File: config.mk
export PLATFORM = sky130hd
export DESIGN_NAME = fifo_rd_stream_flat
export DESIGN_NICKNAME = d
export VERILOG_FILES = /design/src/rtl/fifo_rd_stream_if.sv /design/src/rtl/fifo_rd_stream.sv /design/src/flat_wrapper.sv
export SDC_FILE = /design/constraint.sdc
export NUM_CORES = 1
export LEC_CHECK = 0
export CAP_MARGIN = 20
export CORE_MARGIN = 1.5
export CORE_UTILIZATION = 45
export CTS_BUF_LIST = sky130_fd_sc_hd__clkbuf_2
export CTS_CLUSTER_SIZE = 24
export DETAILED_ROUTE_END_ITERATION = 6
export GPL_TIMING_DRIVEN = 1
export PLACE_DENSITY = 0.78
export RECOVER_POWER = 25
export SLEW_MARGIN = 10
export SYNTH_ARGS = -nofsm -noshare
export SYNTH_HDL_FRONTEND = slang
export SYNTH_SLANG_ARGS = --single-unit
File: constraint.sdc
create_clock -name clk -period 11.7 [get_ports clk]
set_input_delay 2.34 -clock clk [delete_from_list [all_inputs] [get_ports clk]]
set_output_delay 2.34 -clock clk [all_outputs]
set_load 0.005 [all_outputs]
File: src/rtl/fifo_rd_stream_if.sv
// Output stream bundle of the FIFO read-side drain stage.
// Carries payload, end-of-packet flag and the valid/ready pair.
interface fifo_rd_stream_if #(
  parameter int DATA_W = 65
);
  logic              m_valid;
  logic [DATA_W-2:0] m_data;
  logic              m_last;
  logic              m_ready;

  modport master (
    output m_valid,
    output m_data,
    output m_last,
    input  m_ready
  );

  modport slave (
    input  m_valid,
    input  m_data,
    input  m_last,
    output m_ready
  );
endinterface

File: src/rtl/fifo_rd_stream.sv
// Read-side drain of the clock-crossing FIFO: hides the FIFO's
// registered read latency behind a 2-entry buffer and counts beats.
module fifo_rd_stream #(
  parameter int DATA_W = 65,
  parameter int CNT_W  = 16
) (
  input  logic              clk,
  input  logic              rst,
  input  logic              fifo_empty,
  output logic              fifo_rd_fire,
  input  logic [DATA_W-1:0] fifo_rd_data,
  fifo_rd_stream_if.master  m,
  output logic [31:0]       beat_count,
  output logic [CNT_W-1:0]  pkt_count
);

  logic              inflight;
  logic [DATA_W-1:0] buf_q [2];
  logic              wp;
  logic              rp;
  logic [1:0]        count;
  logic [1:0]        occ;
  logic              pop;

  assign pop = m.m_valid && m.m_ready;
  assign occ = count + {1'b0, inflight};

  // Reissue on a pop even when full: the freed slot is
  // refilled by the word landing one cycle later.
  assign fifo_rd_fire = !rst && !fifo_empty
                     && ((occ < 2'd2) || pop);

  assign m.m_valid = (count != 2'd0);
  assign {m.m_last, m.m_data} = buf_q[rp];

  always_ff @(posedge clk) begin
    if (rst) begin
      inflight   <= 1'b0;
      wp         <= 1'b0;
      rp         <= 1'b0;
      count      <= 2'd0;
      beat_count <= '0;
      pkt_count  <= '0;
    end else begin
      inflight <= fifo_rd_fire;
      if (inflight)
        wp <= ~wp;
      if (pop)
        rp <= ~rp;
      count <= count + {1'b0, inflight}
                     - {1'b0, pop};
      if (pop)
        beat_count <= beat_count + 32'd1;
      if (pop && m.m_last)
        pkt_count <= pkt_count + 1'b1;
    end
  end

  // Storage is not reset; count alone says what is live.
  always_ff @(posedge clk) begin
    if (inflight)
      buf_q[wp] <= fifo_rd_data;
  end

endmodule

File: src/flat_wrapper.sv
// flat-port wrapper written by rule: the top's interface ports become plain ports
module fifo_rd_stream_flat 
#(
  parameter int DATA_W = 65,
  parameter int CNT_W  = 16
)
  (clk, rst, fifo_empty, fifo_rd_fire, fifo_rd_data, beat_count, pkt_count, m_m_valid, m_m_data, m_m_last, m_m_ready);
  fifo_rd_stream_if #(.DATA_W(DATA_W)) m_i ();
  input  logic clk;
  input  logic rst;
  input  logic fifo_empty;
  output logic fifo_rd_fire;
  input  logic [DATA_W-1:0] fifo_rd_data;
  output logic [31:0] beat_count;
  output logic [CNT_W-1:0] pkt_count;
  output wire logic [$bits(m_i.m_valid)-1:0] m_m_valid;
  output wire logic [$bits(m_i.m_data)-1:0] m_m_data;
  output wire logic [$bits(m_i.m_last)-1:0] m_m_last;
  input wire logic [$bits(m_i.m_ready)-1:0] m_m_ready;
  assign m_m_valid = m_i.m_valid;
  assign m_m_data = m_i.m_data;
  assign m_m_last = m_i.m_last;
  assign m_i.m_ready = m_m_ready;
  fifo_rd_stream #(.DATA_W(DATA_W), .CNT_W(CNT_W)) u_core (.clk(clk), .rst(rst), .fifo_empty(fifo_empty), .fifo_rd_fire(fifo_rd_fire), .fifo_rd_data(fifo_rd_data), .m(m_i), .beat_count(beat_count), .pkt_count(pkt_count));
endmodule
==> results.py, run 1 <==
metrics = {
    "run_status": {
        "status": "finished, violations left",
        "violations": "capacitance limit, slew limit",
    },
    "job": {
        "maxCapViolations": 2,
    },
    "timing": {
        "fmax_mhz": 163,
        "period_share": 0.526,
        "tightest_slew_ns": 3.77,
        "fin_crit_ns": 6.15,
        "setup_viol": 0,
        "skew_ns": 0.0445,
        "relSlewSlack": -1.51,
        "fin_tns_setup_ns": 0,
        "rsz0062_at_grt": "no",
        "slew_violations": 132,
        "hold_viol_final": 0,
    },
    "hold_path": {
        "whs_path_depth": 2,
        "holdPathEnd": "u_core.beat_count[31]",
        "hp-start": "u_core.beat_count[31]",
        "hp-class": "reg2reg",
    },
    "finish": {
        "syn_to_final_growth_pct": 31.3,
        "antennaDiodeCount": 0,
        "final_util": 0.613,
        "drive_gt1_frac": 0.157,
        "fin_nets": 750,
    },
    "grt": {
        "grt_first_pass_wirelength_um": 24000,
        "grt_overflow_total": 0,
        "grt_max_degree": 66,
        "grtUsageTotal": 0.187,
        "first_global_vias": 4832,
        "antenna_found_initial": 0,
    },
    "power": {
        "leakagePower_uw": 0.00299,
        "irDropWorstVdd_uv": 60.7,
        "p_per_area_nw_per_um2": 156,
    },
    "floorplan": {
        "die_y_um": 129,
        "pin_count": 184,
        "die_w_um": 129,
        "placementRows": 45,
        "dieArea_um2": 16700,
        "initial_utilization": 0.467,
        "core_um2": 15400,
    },
    "logic_synthesis": {
        "ys.flop_type": "edfxtp_1",
        "avgSynthCellArea_um2": 14.4,
        "seq_area_frac_synth": 0.695,
        "synthArstFlopShare": 0,
        "synth_common_cells": "edfxtp_1, mux2_2, dfxtp_1, a21oi_1, or4_1",
        "synth_edf_count": 130,
        "ys_warn_count": 0,
        "ys_seq_elements": 184,
        "ys_types": 34,
        "synth_nets": 570,
        "synth_top_area_share": 0.544,
        "synth_area_um2": 7170,
        "synthCells": 497,
        "synth_most_common_cell": "edfxtp_1",
        "yosys.area.top_type": "edfxtp_1",
        "synthTopCellsByArea": "edfxtp_1, dfxtp_1, mux2_2, or4_1, a21oi_1",
    },
    "placed_design": {
        "hpwl_um": 10200,
        "io_buffers": 183,
        "place_congestion": 0.832,
    },
    "drt": {
        "first_pass_iters": 4,
        "vias_per_cell": 5.36,
        "post-route-drc-count": 0,
        "vias": 4825,
        "postRouteWirelength_um": 15500,
        "postRouteAntennaNets": 0,
        "drtIter0Drc": 325,
        "post_drt_wl_per_cell_um": 17.2,
    },
    "clock_network": {
        "cts-resized-gates": 0,
        "cts-root-buf": "clkbuf_2",
        "tritoncts": "done",
        "cts_setup_buffers": 0,
        "path_clk_slew_ns": 0.27,
        "htree_levels": 4,
        "clock_latency_ns": 0.73,
        "cts_buffers": 17,
        "cts_buffer_depth": 2,
        "ctsHoldBuffers": 0,
        "cts.sink_count": 184,
    },
    "setup_path": {
        "end_kind": "output pin",
        "critical_path_peak_fanout": 10,
        "r2r_cells": 2,
        "reg2reg_slack_ns": 8.03,
        "crit_type": "in2out",
        "rr_startpoint": "u_core.inflight",
        "worstPathRequired_ns": 9.36,
        "worstReg2RegEnd": "u_core.buf_q[1][35]",
        "cp-start-kind": "primary input",
        "crit_arrival_ns": 3.81,
    },
}
[through the flow]
stage                     cells  hold slack, ns  total power, µW  area (µm²)  setup WS [ns]
after floorplan             497           0.468              964        7170           6.63
after global placement      869           0.470             1160        9200           5.60
after detailed placement    869           0.479             1170        9200           5.57
after CTS                   901           0.511             1490        9430           5.54
after global routing        901           0.555             1550        9420           5.49
final                       901           0.525             1470        9420           5.55
[placed cells by master (no fill, tap or decap), drive strengths merged, types with 5 or more instances in the layout]
cell type	synthesis	final
o31ai	21	21
or4	25	25
xnor2	11	11
xor2	7	7
dfxtp	54	54
nand2	17	17
nor2	21	21
o21ai	12	12
nand4	12	12
inv	12	22
nand3	14	14
and4	5	5
edfxtp	130	130
mux2	65	65
or3	9	9
a21oi	33	33
clkdlybuf4s50	0	182
clkbuf	21	19
[worst max-delay path by stage]
stage / startpoint / to / cells past startpoint
3_3_place_gp: m_m_ready / fifo_rd_fire / 4
2_1_floorplan: rst / fifo_rd_fire / 2
3_5_place_dp: m_m_ready / fifo_rd_fire / 4
6_report: m_m_ready / fifo_rd_fire / 4
5_1_grt: m_m_ready / fifo_rd_fire / 4
4_1_cts: m_m_ready / fifo_rd_fire / 4
[worst max-delay path: stages]
cell	delay, ns
clkdlybuf4s50_1	0.50
o21ai_2	0.15
a211oi_1	0.26
clkdlybuf4s50_1	0.56
[where the power goes]
part           switching, µW  leakage [µW]  internal (µW)  total, µW
Combinational            151       0.00122            226        377
Clock                    228      0.000147           86.4        314
Sequential              18.8       0.00163            761        780
[flip-flops by register name (all words and copies together), names as in the netlist, named ones only]
signal,cells
u_core.wp,1
u_core.buf_q,130
u_core.beat_count,32
u_core.rp,1
u_core.pkt_count,16
u_core.inflight,1
u_core.count,2
[final cells by class]
cell class | count | area (µm²)
Multi-Input combinational cell | 276 | 2040
Clock inverter | 15 | 151
Timing Repair Buffer | 186 | 1840
Sequential cell | 184 | 4990
Fill cell | 1211 | 5950
Tap cell | 211 | 264
Clock buffer | 17 | 85.1
Inverter | 12 | 45.0
[layer usage]
layer | part of all wire | track usage
met1 | 0.40 | 0.218
met2 | 0.49 | 0.324
met3 | 0.090 | 0.0607
met4 | 0.015 | 0.0635
met5 | 0 | 0
[cells by family (layout without fill, tap and decap cells)]
family                   Yosys count  after routing  synth area share
multiplexers                      66             66             0.103
AO/OA/AOI/OAI                     69             69            0.0570
buffers and inverters             37            230            0.0206
AND/OR/NAND/NOR                  119            119            0.0952
adder cells (fa/ha/maj)            4              4           0.00698
XOR/XNOR                          18             18            0.0220
flip-flops                       184            184             0.695
No activity file was read; power rests on OpenSTA's default activity.
==> inputs of run 2 (changes only) <==
- clock period: 11.7 -> 6.05 ns (I/O delays scaled with it)
==> run 2 against run 1 <==
Net effect: the flow now finishes without violations; clock skew up 0.016 ns; worst hold slack lost 0.0063 ns; combinational power rose by 89%; highest routed layer unchanged; largest power group unchanged; critical path type is now reg2out; sequential cell count did not move; sequential share of layout area fell by 0.070 points; non-clock buffer count stayed put; register-to-register slack got worse by 4.5 ns; largest cell class unchanged; via count fell by 0.39%; sequential power increased by 94%.
==> results.py, run 2 (synthesis gave the netlist of run 1 again) <==
metrics = {
    "drt": {
        "postRouteAntennaNets": 0,
        "vias_per_cell": 5.33,
        "drtIter0Drc": 266,
        "vias": 4806,
        "post-route-drc-count": 0,
        "first_pass_iters": 4,
        "postRouteWirelength_um": 15400,
        "post_drt_wl_per_cell_um": 17.1,
    },
    "finish": {
        "final_common_cell": "edfxtp_1",
        "reg_top3": "u_core.buf_q: 130 flops, u_core.beat_count: 32 flops, u_core.pkt_count: 16 flops",
        "fin_nets": 750,
        "antennaDiodeCount": 0,
        "layout_common_cells": "edfxtp_1, clkdlybuf4s50_1, mux2_2, dlygate4sd3_1, dfxtp_1",
        "syn_to_final_growth_pct": 31.4,
        "drive_gt1_frac": 0.161,
        "largest_register": "u_core.buf_q",
        "largest_reg_flops": 130,
        "fillers": 1198,
    },
    "grt": {
        "grt_max_degree": 66,
        "grt_first_pass_wirelength_um": 23400,
        "first_global_vias": 4739,
        "grt_overflow_total": 0,
        "antenna_found_initial": 0,
        "grtUsageTotal": 0.184,
    },
    "timing": {
        "hold_viol_final": 0,
        "rsz0062_at_grt": "no",
        "period_share": 0.668,
        "slew_violations": 0,
        "fmax_mhz": 247,
        "skew_ns": 0.0604,
        "tightest_slew_ns": 0.992,
        "fin_tns_setup_ns": 0,
        "fin_hold_ws_ns": 0.518,
        "fin_crit_ns": 4.04,
        "relSlewSlack": 0.339,
        "setup_viol": 0,
    },
    "setup_path": {
        "reg2reg_slack_ns": 3.48,
        "rr_startpoint": "u_core.count[1]",
        "cp-start-kind": "flip-flop",
        "crit_arrival_ns": 2.83,
        "worstReg2RegEnd": "u_core.beat_count[17]",
        "r2r_cells": 5,
        "critical_path_peak_fanout": 56,
        "crit_type": "reg2out",
        "worstPathRequired_ns": 4.84,
        "end_kind": "output pin",
    },
    "floorplan": {
        "pin_count": 184,
        "dieArea_um2": 16700,
        "initial_utilization": 0.467,
        "core_um2": 15400,
        "placementRows": 45,
        "die_y_um": 129,
        "die_w_um": 129,
    },
    "power": {
        "irDropWorstVdd_uv": 119,
        "leakagePower_uw": 0.00301,
        "share_comb_of_total_power": 0.254,
        "p_sw_frac": 0.270,
        "p_per_area_nw_per_um2": 299,
        "clkPwrFrac": 0.210,
        "p_switching_uw": 760,
        "seqPwrFrac": 0.536,
        "power.internal_uw": 2060,
    },
    "hold_path": {
        "holdPathEnd": "u_core.beat_count[31]",
        "whs_path_depth": 2,
        "hp-start": "u_core.beat_count[31]",
        "hp-class": "reg2reg",
    },
    "placed_design": {
        "io_buffers": 183,
        "place_congestion": 0.832,
        "hpwl_um": 10300,
    },
    "run_status": {
        "status": "completed",
    },
    "clock_network": {
        "tritoncts": "done",
        "path_clk_slew_ns": 0.26,
        "cts_setup_buffers": 0,
        "htree_levels": 4,
        "ctsHoldBuffers": 0,
        "cts_buffers": 17,
        "cts.sink_count": 184,
        "cts-root-buf": "clkbuf_2",
        "cts_buffer_depth": 2,
        "clock_latency_ns": 0.74,
        "cts-resized-gates": 0,
    },
    "job": {
        "maxCapViolations": 0,
    },
}
## run 2: per-stage QoR
| step | total power (µW) | std cells | util | instance area (µm²) | setup slack (ns) |
|---|---|---|---|---|---|
| floorplan | 1860 | 497 | - | 7170 | 2.29 |
| global placement | 2250 | 869 | 0.598 | 9200 | 2.21 |
| detailed placement | 2270 | 869 | 0.598 | 9200 | 2.22 |
| CTS | 2860 | 901 | 0.613 | 9430 | 1.86 |
| global route | 2950 | 901 | 0.613 | 9430 | 1.76 |
| finish | 2820 | 901 | 0.613 | 9430 | 2.01 |
## run 2: worst max path at each step
stage	cells past startpoint	slack [ns]	end	start
final	3	2.01	m_m_data[57]	flip-flop
after global routing	3	1.76	m_m_data[27]	flip-flop
after CTS	3	1.86	m_m_data[41]	flip-flop
after detailed placement	4	2.22	fifo_rd_fire	m_m_ready
after global placement	4	2.21	fifo_rd_fire	m_m_ready
after floorplan	1	2.29	u_core.buf_q[0][0]	u_core.inflight
## run 2: layer usage
| metal | vias to the layer above | global-route usage | share of wire |
|---|---|---|---|
| li1 | 2271 | - | - |
| met3 | 19 | 0.0528 | 0.078 |
| met2 | 186 | 0.315 | 0.50 |
| met1 | 2330 | 0.221 | 0.41 |
| met4 | 0 | 0.0727 | 0.013 |
| met5 | - | 0 | 0 |
## run 2: critical path, stage by stage (launching register included)
cell and delay [ns]:
dfxtp_2 0.55, buf_4 0.63, mux2_2 0.42, clkdlybuf4s50_1 0.47
## run 2: area by class of cell
class | count | area, µm² | area share
multi-input cells | 276 | 2050 | 0.217
inverters | 12 | 45.0 | 0.00478
clock inverters | 14 | 144 | 0.0153
well taps | 211 | 264 | 0.0280
repair buffers | 186 | 1850 | 0.196
clock buffers | 18 | 90.1 | 0.00955
flip-flops and latches | 184 | 4990 | 0.529
## run 2: power groups by stage
stage / registers (µW) / clock network, µW / logic [µW]
final: 1510 / 592 / 714
after global routing: 1520 / 660 / 769
after CTS: 1510 / 619 / 732
after detailed placement: 1540 / 0 / 728
after global placement: 1530 / 0 / 715
after floorplan: 1520 / 0 / 342
